===== config.mk =====
export PLATFORM = sky130hd
export DESIGN_NAME = rc5_engine_sched
export DESIGN_NICKNAME = d
export VERILOG_FILES = /design/src/rtl/rc5_sched_pkg.sv /design/src/rtl/rc5_engine_sched_rr_arbiter.sv /design/src/rtl/rc5_engine_sched.sv
export SDC_FILE = /design/constraint.sdc
export NUM_CORES = 1
export LEC_CHECK = 0
export BUFFER_PORTS_ARGS = -buffer_cell sky130_fd_sc_hd__buf_4
export CORE_AREA = 3 3 152 154
export CTS_CLUSTER_DIAMETER = 150
export DETAILED_ROUTE_END_ITERATION = 8
export DIE_AREA = 0 0 155 157
export PLACE_DENSITY = 0.64
export REMOVE_ABC_BUFFERS = 1
export SETUP_SLACK_MARGIN = 0.4
export SLEW_MARGIN = 10
export SYNTH_ARGS = -nofsm -noshare
export SYNTH_HDL_FRONTEND = slang
export SYNTH_SLANG_ARGS = --single-unit

===== constraint.sdc =====
create_clock -name clk -period 5 [get_ports clk]
set_input_delay 0.5 -clock clk [delete_from_list [all_inputs] [get_ports clk]]
set_output_delay 0.5 -clock clk [all_outputs]
set_load 0.02 [all_outputs]

===== src/rtl/rc5_sched_pkg.sv =====
// Shared types and helpers for the RC5 engine scheduler: FSM states, mode encoding
// and the tag-width calculation.
package rc5_sched_pkg;

    typedef enum logic [1:0] {
        IDLE = 2'd0,
        WAIT = 2'd1,
        RESP = 2'd2
    } sched_state_t;

    localparam logic MODE_ENC = 1'b0;
    localparam logic MODE_DEC = 1'b1;

    // Bits needed to index n items, never less than one.
    function automatic int calc_id_w(input int n);
        calc_id_w = (n > 1) ? $clog2(n) : 1;
    endfunction

endpackage


===== src/rtl/rc5_engine_sched_rr_arbiter.sv =====
// Round-robin arbiter: grants the first asserted request at or above ptr, wrapping
// around, and reports the winner both one-hot and encoded.
module rr_arbiter
    import rc5_sched_pkg::*;
#(
    parameter int NUM_REQ = 2,
    parameter int ID_W    = calc_id_w(NUM_REQ)
) (
    input  logic [NUM_REQ-1:0] req,
    input  logic [ID_W-1:0]    ptr,
    input  logic               enable,
    output logic [NUM_REQ-1:0] grant,
    output logic [ID_W-1:0]    idx
);

    int              cand_s;
    logic [ID_W-1:0] cidx_s;
    logic            hit_s;
    logic            found_s;

    // Walk the requesters starting at ptr; the first hit wins.
    always_comb begin
        grant   = '0;
        idx     = '0;
        cand_s  = 0;
        cidx_s  = '0;
        hit_s   = 1'b0;
        found_s = 1'b0;
        for (int i = 0; i < NUM_REQ; i++) begin
            cand_s  = int'(ptr) + i;
            cand_s  = (cand_s >= NUM_REQ) ? (cand_s - NUM_REQ) : cand_s;
            cidx_s  = ID_W'(cand_s);
            hit_s   = enable & ~found_s & req[cidx_s];
            grant[cidx_s] = grant[cidx_s] | hit_s;
            idx     = hit_s ? cidx_s : idx;
            found_s = found_s | hit_s;
        end
    end

endmodule


===== src/rtl/rc5_engine_sched.sv =====
// Shares one RC5 encrypt core and one RC5 decrypt core among NUM_REQ requesters:
// round-robin grant, hold the core input for LATENCY cycles, return a tagged result.
module rc5_engine_sched
    import rc5_sched_pkg::*;
#(
    parameter int NUM_REQ = 2,
    parameter int DATA_W  = 64,
    parameter int LATENCY = 61,
    parameter int ID_W    = calc_id_w(NUM_REQ)
) (
    input  logic                      clk,
    input  logic                      rst,
    input  logic [NUM_REQ-1:0]        req_valid,
    output logic [NUM_REQ-1:0]        req_ready,
    input  logic [NUM_REQ*DATA_W-1:0] req_data,
    input  logic [NUM_REQ-1:0]        req_mode,
    output logic [DATA_W-1:0]         eng_din,
    input  logic [DATA_W-1:0]         eng_dout_enc,
    input  logic [DATA_W-1:0]         eng_dout_dec,
    output logic                      rsp_valid,
    input  logic                      rsp_ready,
    output logic [DATA_W-1:0]         rsp_data,
    output logic [ID_W-1:0]           rsp_id,
    output logic                      rsp_mode,
    output logic                      busy
);

    localparam int CNT_W = calc_id_w(LATENCY);

    sched_state_t       state_r;
    logic [ID_W-1:0]    ptr_r;
    logic [CNT_W-1:0]   cnt_r;
    logic               mode_r;
    logic [ID_W-1:0]    id_r;

    logic               arb_en_s;
    logic [NUM_REQ-1:0] grant_s;
    logic [ID_W-1:0]    gidx_s;
    logic [DATA_W-1:0]  sel_data_s;
    logic               sel_mode_s;
    logic [ID_W-1:0]    ptr_next_s;

    // Grants only while idle and never during reset.
    assign arb_en_s  = (state_r == IDLE) & ~rst;
    assign req_ready = grant_s;
    assign busy      = (state_r != IDLE);

    rr_arbiter #(
        .NUM_REQ (NUM_REQ),
        .ID_W    (ID_W)
    ) u_arb (
        .req    (req_valid),
        .ptr    (ptr_r),
        .enable (arb_en_s),
        .grant  (grant_s),
        .idx    (gidx_s)
    );

    // Mux out the winner's block and mode, plus the pointer that follows it.
    always_comb begin
        sel_data_s = '0;
        sel_mode_s = MODE_ENC;
        for (int i = 0; i < NUM_REQ; i++) begin
            sel_data_s = (gidx_s == ID_W'(i)) ? req_data[i*DATA_W +: DATA_W] : sel_data_s;
            sel_mode_s = (gidx_s == ID_W'(i)) ? req_mode[i] : sel_mode_s;
        end
        if (gidx_s == ID_W'(NUM_REQ - 1)) begin
            ptr_next_s = '0;
        end else begin
            ptr_next_s = gidx_s + ID_W'(1);
        end
    end

    // Scheduler FSM: grant, hold the core input for LATENCY cycles, present the result.
    always_ff @(posedge clk or posedge rst) begin
        if (rst) begin
            state_r   <= IDLE;
            ptr_r     <= '0;
            cnt_r     <= '0;
            mode_r    <= MODE_ENC;
            id_r      <= '0;
            eng_din   <= '0;
            rsp_valid <= 1'b0;
            rsp_data  <= '0;
            rsp_id    <= '0;
            rsp_mode  <= MODE_ENC;
        end else begin
            case (state_r)
                IDLE: begin
                    if (|grant_s) begin
                        eng_din <= sel_data_s;
                        mode_r  <= sel_mode_s;
                        id_r    <= gidx_s;
                        cnt_r   <= CNT_W'(LATENCY - 1);
                        ptr_r   <= ptr_next_s;
                        state_r <= WAIT;
                    end
                end
                WAIT: begin
                    if (cnt_r != '0) begin
                        cnt_r <= cnt_r - CNT_W'(1);
                    end else begin
                        rsp_data  <= (mode_r == MODE_DEC) ? eng_dout_dec : eng_dout_enc;
                        rsp_id    <= id_r;
                        rsp_mode  <= mode_r;
                        rsp_valid <= 1'b1;
                        state_r   <= RESP;
                    end
                end
                RESP: begin
                    if (rsp_ready) begin
                        rsp_valid <= 1'b0;
                        state_r   <= IDLE;
                    end
                end
                default: begin
                    rsp_valid <= 1'b0;
                    state_r   <= IDLE;
                end
            endcase
        end
    end

endmodule


### After elaboration in Yosys (flattened, before gate mapping)

Index checks and enable logic that the tools add are counted.

| word-level totals | value |
|---|---|
| flip-flop bits (word level) | 142 |
| input port bits | 263 |
| output and inout bits | 134 |
| word-level logic and storage cells | 80 |

| operators by class | value |
|---|---|
| add/sub/neg operators | 5 |
| $lt $le $gt $ge | 6 |
| equality and inequality tests | 6 |
| multiplexer cells | 30 |
| bitwise logic cells | 11 |
| reduce and logical (&&, ||, !) cells | 12 |

Operator list:

| cell | count |
|---|---|
| 2-to-1 mux 64 bit | 2 |
| 2-to-1 mux 1 bit | 17 |
| 2-to-1 mux 6 bit | 2 |
| one-hot mux 6 bit (2 select lines) | 1 |
| AND reduction 3 bit | 3 |
| 2-to-1 mux 2 bit | 3 |
| != test 2 bit (second input constant) | 3 |
| one-hot mux 2 bit (3 select lines) | 1 |
| nonzero test 6 bit | 1 |
| subtractor 6 x 1 -> 6 bit (second input constant) | 1 |
| AND 1 bit | 4 |
| < comparator 1 x 2 -> 1 bit (second input constant) | 2 |
| inverter 1 bit | 4 |
| AND reduction 2 bit | 2 |
| nonzero test 2 bit | 2 |
| one-hot mux 1 bit (3 select lines) | 1 |
| adder 1 x 1 -> 2 bit (second input constant) | 1 |
| AND 2 bit | 1 |
| bitwise mux 2 bit | 1 |
| demux 1 bit (select 1 bit) | 2 |
| equality test 2 x 1 -> 1 bit (second input constant) | 1 |
| equality test 2 bit (second input constant) | 1 |
| >= comparator 1 bit (second input constant) | 2 |
| >= comparator 1 x 2 -> 1 bit (second input constant) | 1 |
| other kinds (8) | 11 |

### Depth between registers and ports, before layout

| depth | value |
|---|---|
| depth in word-level cells | 14 |
| depth in mapped cells | 6 |
| gate-level depth less buffers | 5 |

### Hierarchy

Synthesis repeated with hierarchy kept, for this count alone.

| second synthesis, totals | value |
|---|---|
| cell total of the unflattened synthesis | 567 |
| area total of the unflattened synthesis | 6957.9 µm² |

By module, submodules not included:

| module | instances | cells an instance | area each (µm²) | sequential area each (µm²) |
|---|---|---|---|---|
| rc5_engine_sched | 1 | 561 | 6931.6 | 3553.4 |
| rr_arbiter | 1 | 6 | 26.3 | 0.0 |

### Worst setup path before layout

No wires, ideal clock.

| timing path | value |
|---|---|
| path type | in2out |
| from | input port rst |
| to | output port req_ready[1] |
| data arrival time | 1.237 ns |
| required time | 4.500 ns |
| slack | 3.263 ns |
| stages | 4 |
| path buffers | 2 |
| cell sequence | nor3_2 and3_1 buf_2 buf_2 |

| on the way | value |
|---|---|
| word-level cells in the longest chain between the ends | 9 |
| elaborated cells on any way between the ends | 12 |
| classes of those cells | mux: 3; bitwise: 9 |

RTL lines:

| what | line | RTL |
|---|---|---|
| from (decl) | rc5_engine_sched.sv:12 | `input logic rst,` |
| inverter 1 bit (*) | rc5_engine_sched.sv:44 | `assign arb_en_s = (state_r == IDLE) & ~rst;` |
| AND 1 bit (*) | rc5_engine_sched.sv:44 |  |
| AND 1 bit | rc5_engine_sched_rr_arbiter.sv:33 | `hit_s = enable & ~found_s & req[cidx_s];` |
| bitwise OR 1 bit | rc5_engine_sched_rr_arbiter.sv:34 | `grant[cidx_s] = grant[cidx_s] \| hit_s;` |
| AND 2 bit (no source line) | -- |  |
| 2-to-1 mux 1 bit (not written as such) (2 in series) | rc5_engine_sched_rr_arbiter.sv:34 |  |
| bitwise OR 1 bit | rc5_engine_sched_rr_arbiter.sv:34 |  |
| bitwise mux 2 bit (*) | rc5_engine_sched_rr_arbiter.sv:34 |  |
| to (decl) | rc5_engine_sched.sv:14 | `output logic [NUM_REQ-1:0] req_ready,` |

Every way passes the cells marked *; elsewhere a longest branch is shown, timed or not. The select of a mux whose other input is x is not followed.

### Worst setup path after layout

| timing path | value |
|---|---|
| from | register state_r[0] |
| to | output port req_ready[1] |

| on the way | value |
|---|---|
| word-level cells in the longest chain between the ends | 9 |
| elaborated cells on any way between the ends | 12 |
| classes of those cells | mux: 3; bitwise: 8; reduce/logical: 1 |

RTL lines:

| what | line | RTL |
|---|---|---|
| from (decl) | rc5_engine_sched.sv:30 | `sched_state_t state_r;` |
| from (signal assigned) | rc5_engine_sched.sv:77 | `state_r <= IDLE;` |
| from (signal assigned) | rc5_engine_sched.sv:96 | `state_r <= WAIT;` |
| from (signal assigned) | rc5_engine_sched.sv:107 | `state_r <= RESP;` |
| logical NOT 2 bit (*) | rc5_engine_sched.sv:44 |  |
| AND 1 bit (*) | rc5_engine_sched.sv:44 |  |
| AND 1 bit | rc5_engine_sched_rr_arbiter.sv:33 |  |
| bitwise OR 1 bit | rc5_engine_sched_rr_arbiter.sv:34 |  |
| AND 2 bit (no source line) | -- |  |
| 2-to-1 mux 1 bit (not written as such) (2 in series) | rc5_engine_sched_rr_arbiter.sv:34 |  |
| bitwise OR 1 bit | rc5_engine_sched_rr_arbiter.sv:34 |  |
| bitwise mux 2 bit (*) | rc5_engine_sched_rr_arbiter.sv:34 |  |

Marked as above.

==> flow_results.xml <==
<?xml version="1.0" encoding="UTF-8"?>
<metrics>
  <group name="grt">
    <metric name="first_pass_grt_wire_length" unit="mm">35.1</metric>
    <metric name="grt_max_degree" unit="">69</metric>
    <metric name="antenna_found_initial" unit="">2</metric>
    <metric name="grt.total_usage" unit="%">18.9</metric>
    <metric name="via_count_of_the_first_global_routing_pass" unit="">5948</metric>
    <metric name="grt.overflow.total" unit="">0</metric>
  </group>
  <group name="job">
    <metric name="max-cap-violations" unit="">0</metric>
  </group>
  <group name="floorplan">
    <metric name="pin_count" unit="">397</metric>
    <metric name="num_rows" unit="">54</metric>
    <metric name="coreArea" unit="µm²">21800</metric>
    <metric name="dieWidth" unit="µm">155</metric>
    <metric name="start_util" unit="%">30.9</metric>
    <metric name="die_area" unit="µm²">24300</metric>
    <metric name="die-height" unit="µm">157</metric>
  </group>
  <group name="clock_network">
    <metric name="cts_tree" unit="">built</metric>
    <metric name="cts_max_path_buffers" unit="">2</metric>
    <metric name="clkSinkCount" unit="">142</metric>
    <metric name="cts.repair.resized" unit="">0</metric>
    <metric name="clkLatencyLatePin" unit="ns">0.42</metric>
    <metric name="cts-buffers-inserted" unit="">17</metric>
    <metric name="clk_root_buffer_cell" unit="">sky130_fd_sc_hd__clkbuf_16</metric>
    <metric name="post_cts.repair.setup_buffers" unit="">0</metric>
    <metric name="number_of_buffers_inserted_by_hold_repair_at_cts" unit="">0</metric>
    <metric name="htreeDepth" unit="">4</metric>
    <metric name="worst_setup_hold_path_clk_slew" unit="ns">0.07</metric>
  </group>
  <group name="finish">
    <metric name="fillerInstances" unit="">2032</metric>
    <metric name="layout.nets" unit="">1142</metric>
    <metric name="post_route_cells_drive_above_1_share" unit="%">62.9</metric>
    <metric name="mostFrequentLayoutCell" unit="">sky130_fd_sc_hd__buf_4</metric>
    <metric name="final_cell_mix" unit="">sky130_fd_sc_hd__buf_4, sky130_fd_sc_hd__dfrtp_1, sky130_fd_sc_hd__mux2_2, sky130_fd_sc_hd__a21boi_0, sky130_fd_sc_hd__a221o_1</metric>
    <metric name="area_growth_syn_to_layout" unit="%">55.4</metric>
    <metric name="antenna_cells_inserted" unit="">0</metric>
    <metric name="fin_util" unit="%">48.0</metric>
  </group>
  <group name="detailed_routing">
    <metric name="routed_wire_length_per_instance" unit="µm">20.4</metric>
    <metric name="drtPass1Iterations" unit="">4</metric>
    <metric name="via_per_inst" unit="">4.94</metric>
    <metric name="drt_iter0_markers" unit="">256</metric>
    <metric name="post-route-drc-count" unit="">0</metric>
    <metric name="via_count" unit="">5771</metric>
    <metric name="wirelength_routed" unit="mm">23.9</metric>
    <metric name="antenna_violating_nets_post_route" unit="">0</metric>
  </group>
  <group name="logic_synthesis">
    <metric name="edff_count_synth" unit="">0</metric>
    <metric name="flip_flop_cell_with_the_highest_count_after_synthesis" unit="">sky130_fd_sc_hd__dfrtp_1</metric>
    <metric name="synth_fa_ha_area_share" unit="%">0.371</metric>
    <metric name="proportion_of_synthesized_chip_area_in_sequential_cells" unit="%">52.7</metric>
    <metric name="synth.cell_area" unit="µm²">6750</metric>
    <metric name="yosys.cell_types.count" unit="">35</metric>
    <metric name="yosys_warnings" unit="">0</metric>
    <metric name="syn-mean-instance-area" unit="µm²">13.5</metric>
    <metric name="yosys.area_share.xor_xnor" unit="%">0</metric>
    <metric name="synth_compound_gate_area_share" unit="%">18.3</metric>
    <metric name="netlist_instances" unit="">499</metric>
    <metric name="async_reset_ff_share" unit="%">100</metric>
    <metric name="postSynthRegisterBits" unit="">142</metric>
    <metric name="main_combinational_cell_family_by_area_after_synthesis" unit="">multiplexers</metric>
    <metric name="yosys.area_share.simple" unit="%">2.34</metric>
    <metric name="synth.area.mux_share" unit="%">22.3</metric>
  </group>
  <group name="place">
    <metric name="port-buffer-count" unit="">396</metric>
    <metric name="place_ws" unit="ns">1.79</metric>
    <metric name="hpwlAfterDp" unit="mm">18.1</metric>
    <metric name="gp_congestion" unit="">0.800</metric>
  </group>
  <group name="setup_path">
    <metric name="crit_fanout" unit="">41</metric>
    <metric name="worst-path-buf-inv" unit="">1</metric>
    <metric name="worst_ep_required" unit="ns">4.50</metric>
    <metric name="cp_top_family" unit="">simple AND/OR/NAND/NOR gates</metric>
    <metric name="critical_path.cell_chain" unit="">nor3_4 -&gt; and3_2 -&gt; buf_4</metric>
    <metric name="critical-path-slowest-cell" unit="">sky130_fd_sc_hd__and3_2</metric>
    <metric name="type_of_origin_of_the_critical_path" unit="">register</metric>
    <metric name="critPathMaxStageDelay" unit="ns">0.92</metric>
    <metric name="critical_path_arrival" unit="ns">3.01</metric>
    <metric name="critPathKind" unit="">register to primary output</metric>
    <metric name="critical_path_sink_type" unit="">primary output</metric>
  </group>
  <group name="pwr">
    <metric name="share_seq_of_total_power" unit="%">33.4</metric>
    <metric name="irDropWorstVdd" unit="mV">0.257</metric>
    <metric name="total_switching_power" unit="W">0.00193</metric>
    <metric name="switching_share" unit="%">35.8</metric>
    <metric name="clock_power_share" unit="%">23.7</metric>
    <metric name="comb_power_share" unit="%">42.9</metric>
    <metric name="p_leak" unit="nW">5.01</metric>
    <metric name="cellInternalPower" unit="W">0.00347</metric>
    <metric name="total_power" unit="W">0.00539</metric>
    <metric name="power.density_cell_area" unit="nW/µm²">514</metric>
  </group>
  <group name="sta">
    <metric name="skew" unit="ns">0.0106</metric>
    <metric name="timing.final.crit_share" unit="%">70.2</metric>
    <metric name="setup_viol_count_final" unit="">0</metric>
    <metric name="drv_slew" unit="">0</metric>
    <metric name="slew_headroom" unit="%">20.4</metric>
    <metric name="layout_min_cycle_time" unit="ns">3.51</metric>
    <metric name="setup_ws" unit="ns">1.49</metric>
    <metric name="setup_tns" unit="ns">0</metric>
    <metric name="fin_worst_hold_slack" unit="ns">0.140</metric>
    <metric name="fmax" unit="MHz">285</metric>
    <metric name="worst_pin_slew" unit="ns">1.19</metric>
    <metric name="grt_setup_unrepaired" unit="">no</metric>
    <metric name="final_hold_viol_count" unit="">0</metric>
  </group>
  <group name="run_status">
    <metric name="run_status" unit="">complete, no violations</metric>
  </group>
  <group name="worst_hold_path">
    <metric name="class_of_the_tightest_hold_or_removal_check" unit="">primary input to asynchronous set/reset pin</metric>
  </group>
</metrics>
==> power by group through the flow <==
stage | logic, W | clock network (W) | registers, W
5_1_grt | 0.00248 | 0.00137 | 0.00185
3_3_place_gp | 0.00232 | 0 | 0.00182
2_1_floorplan | 0.000858 | 0 | 0.00224
3_5_place_dp | 0.00236 | 0 | 0.00181
6_report | 0.00232 | 0.00128 | 0.00180
4_1_cts | 0.00235 | 0.00132 | 0.00180
==> layer usage <==
metal,up-vias,wire [µm],global-route usage (%)
li1,2674,-,-
met1,2791,9340,22.6
met2,279,12000,32.4
met3,23,2130,6.35
met4,4,399,5.51
met5,-,34,0
==> state kept, by name (all words and copies together) (netlist names) <==
name / cells
eng_din: 64
rsp_data: 64
cnt_r: 6
state_r: 2
id_r: 1
mode_r: 1
ptr_r: 1
rsp_id: 1
rsp_mode: 1
rsp_valid: 1
==> through the flow <==
stage	instances	instance area [µm²]
after floorplan	455	6500
after global placement	1138	9900
after detailed placement	1138	9900
after CTS	1169	10500
after global routing	1169	10500
final	1169	10500
==> kinds of logic after synthesis <==
family                     count (synthesis)
buffers and inverters                     50
adders and majority gates                  2
DFF                                      142
and+or+nand+nor                           26
AOI/OAI and AO/OA                        145
muxes                                    134
==> cell usage after synthesis, drive strengths merged, types with 2 or more instances <==
library cell	number	share of area, %
dfrtp	142	53
mux2	130	22
a21boi	65	7.2
a221o	65	9.6
buf	28	2.7
clkbuf	16	0.89
inv	6	0.33
nor2	5	0.28
mux2i	4	0.59
nand2	4	0.22
o21ai	4	0.30
a21oi	3	0.22
nor3	3	0.37
a21o	2	0.22
a31o	2	0.26
and3	2	0.19
ha	2	0.37
nand2b	2	0.19
nand4	2	0.28
o211ai	2	0.22
or2	2	0.19
or3	2	0.19
==> final timing paths <==
path                            start           end  slack, ns  cells past startpoint
setup / recovery           state_r[0]  req_ready[1]       1.49                      3
hold / removal                    rst  rsp_data[63]       0.14                      2
setup reg to reg           state_r[0]   eng_din[40]       1.96                      4
hold reg to reg                  id_r          id_r       0.48                      1
max in group asynchronous         rst   eng_din[41]       3.84                      3
min in group clk            rsp_ready    state_r[1]       0.27                      2
==> cell type report <==
cell class / count / area, µm² / share of cell area, %
Clock inverter: 14 / 158 / 1.50
Timing Repair Buffer: 403 / 3030 / 28.9
Sequential cell: 142 / 3550 / 33.9
Multi-Input combinational cell: 307 / 2940 / 28.1
Clock buffer: 17 / 425 / 4.06
Inverter: 6 / 27.5 / 0.263
Tap cell: 280 / 350 / 3.34
No activity file was read; power rests on OpenSTA's default activity.
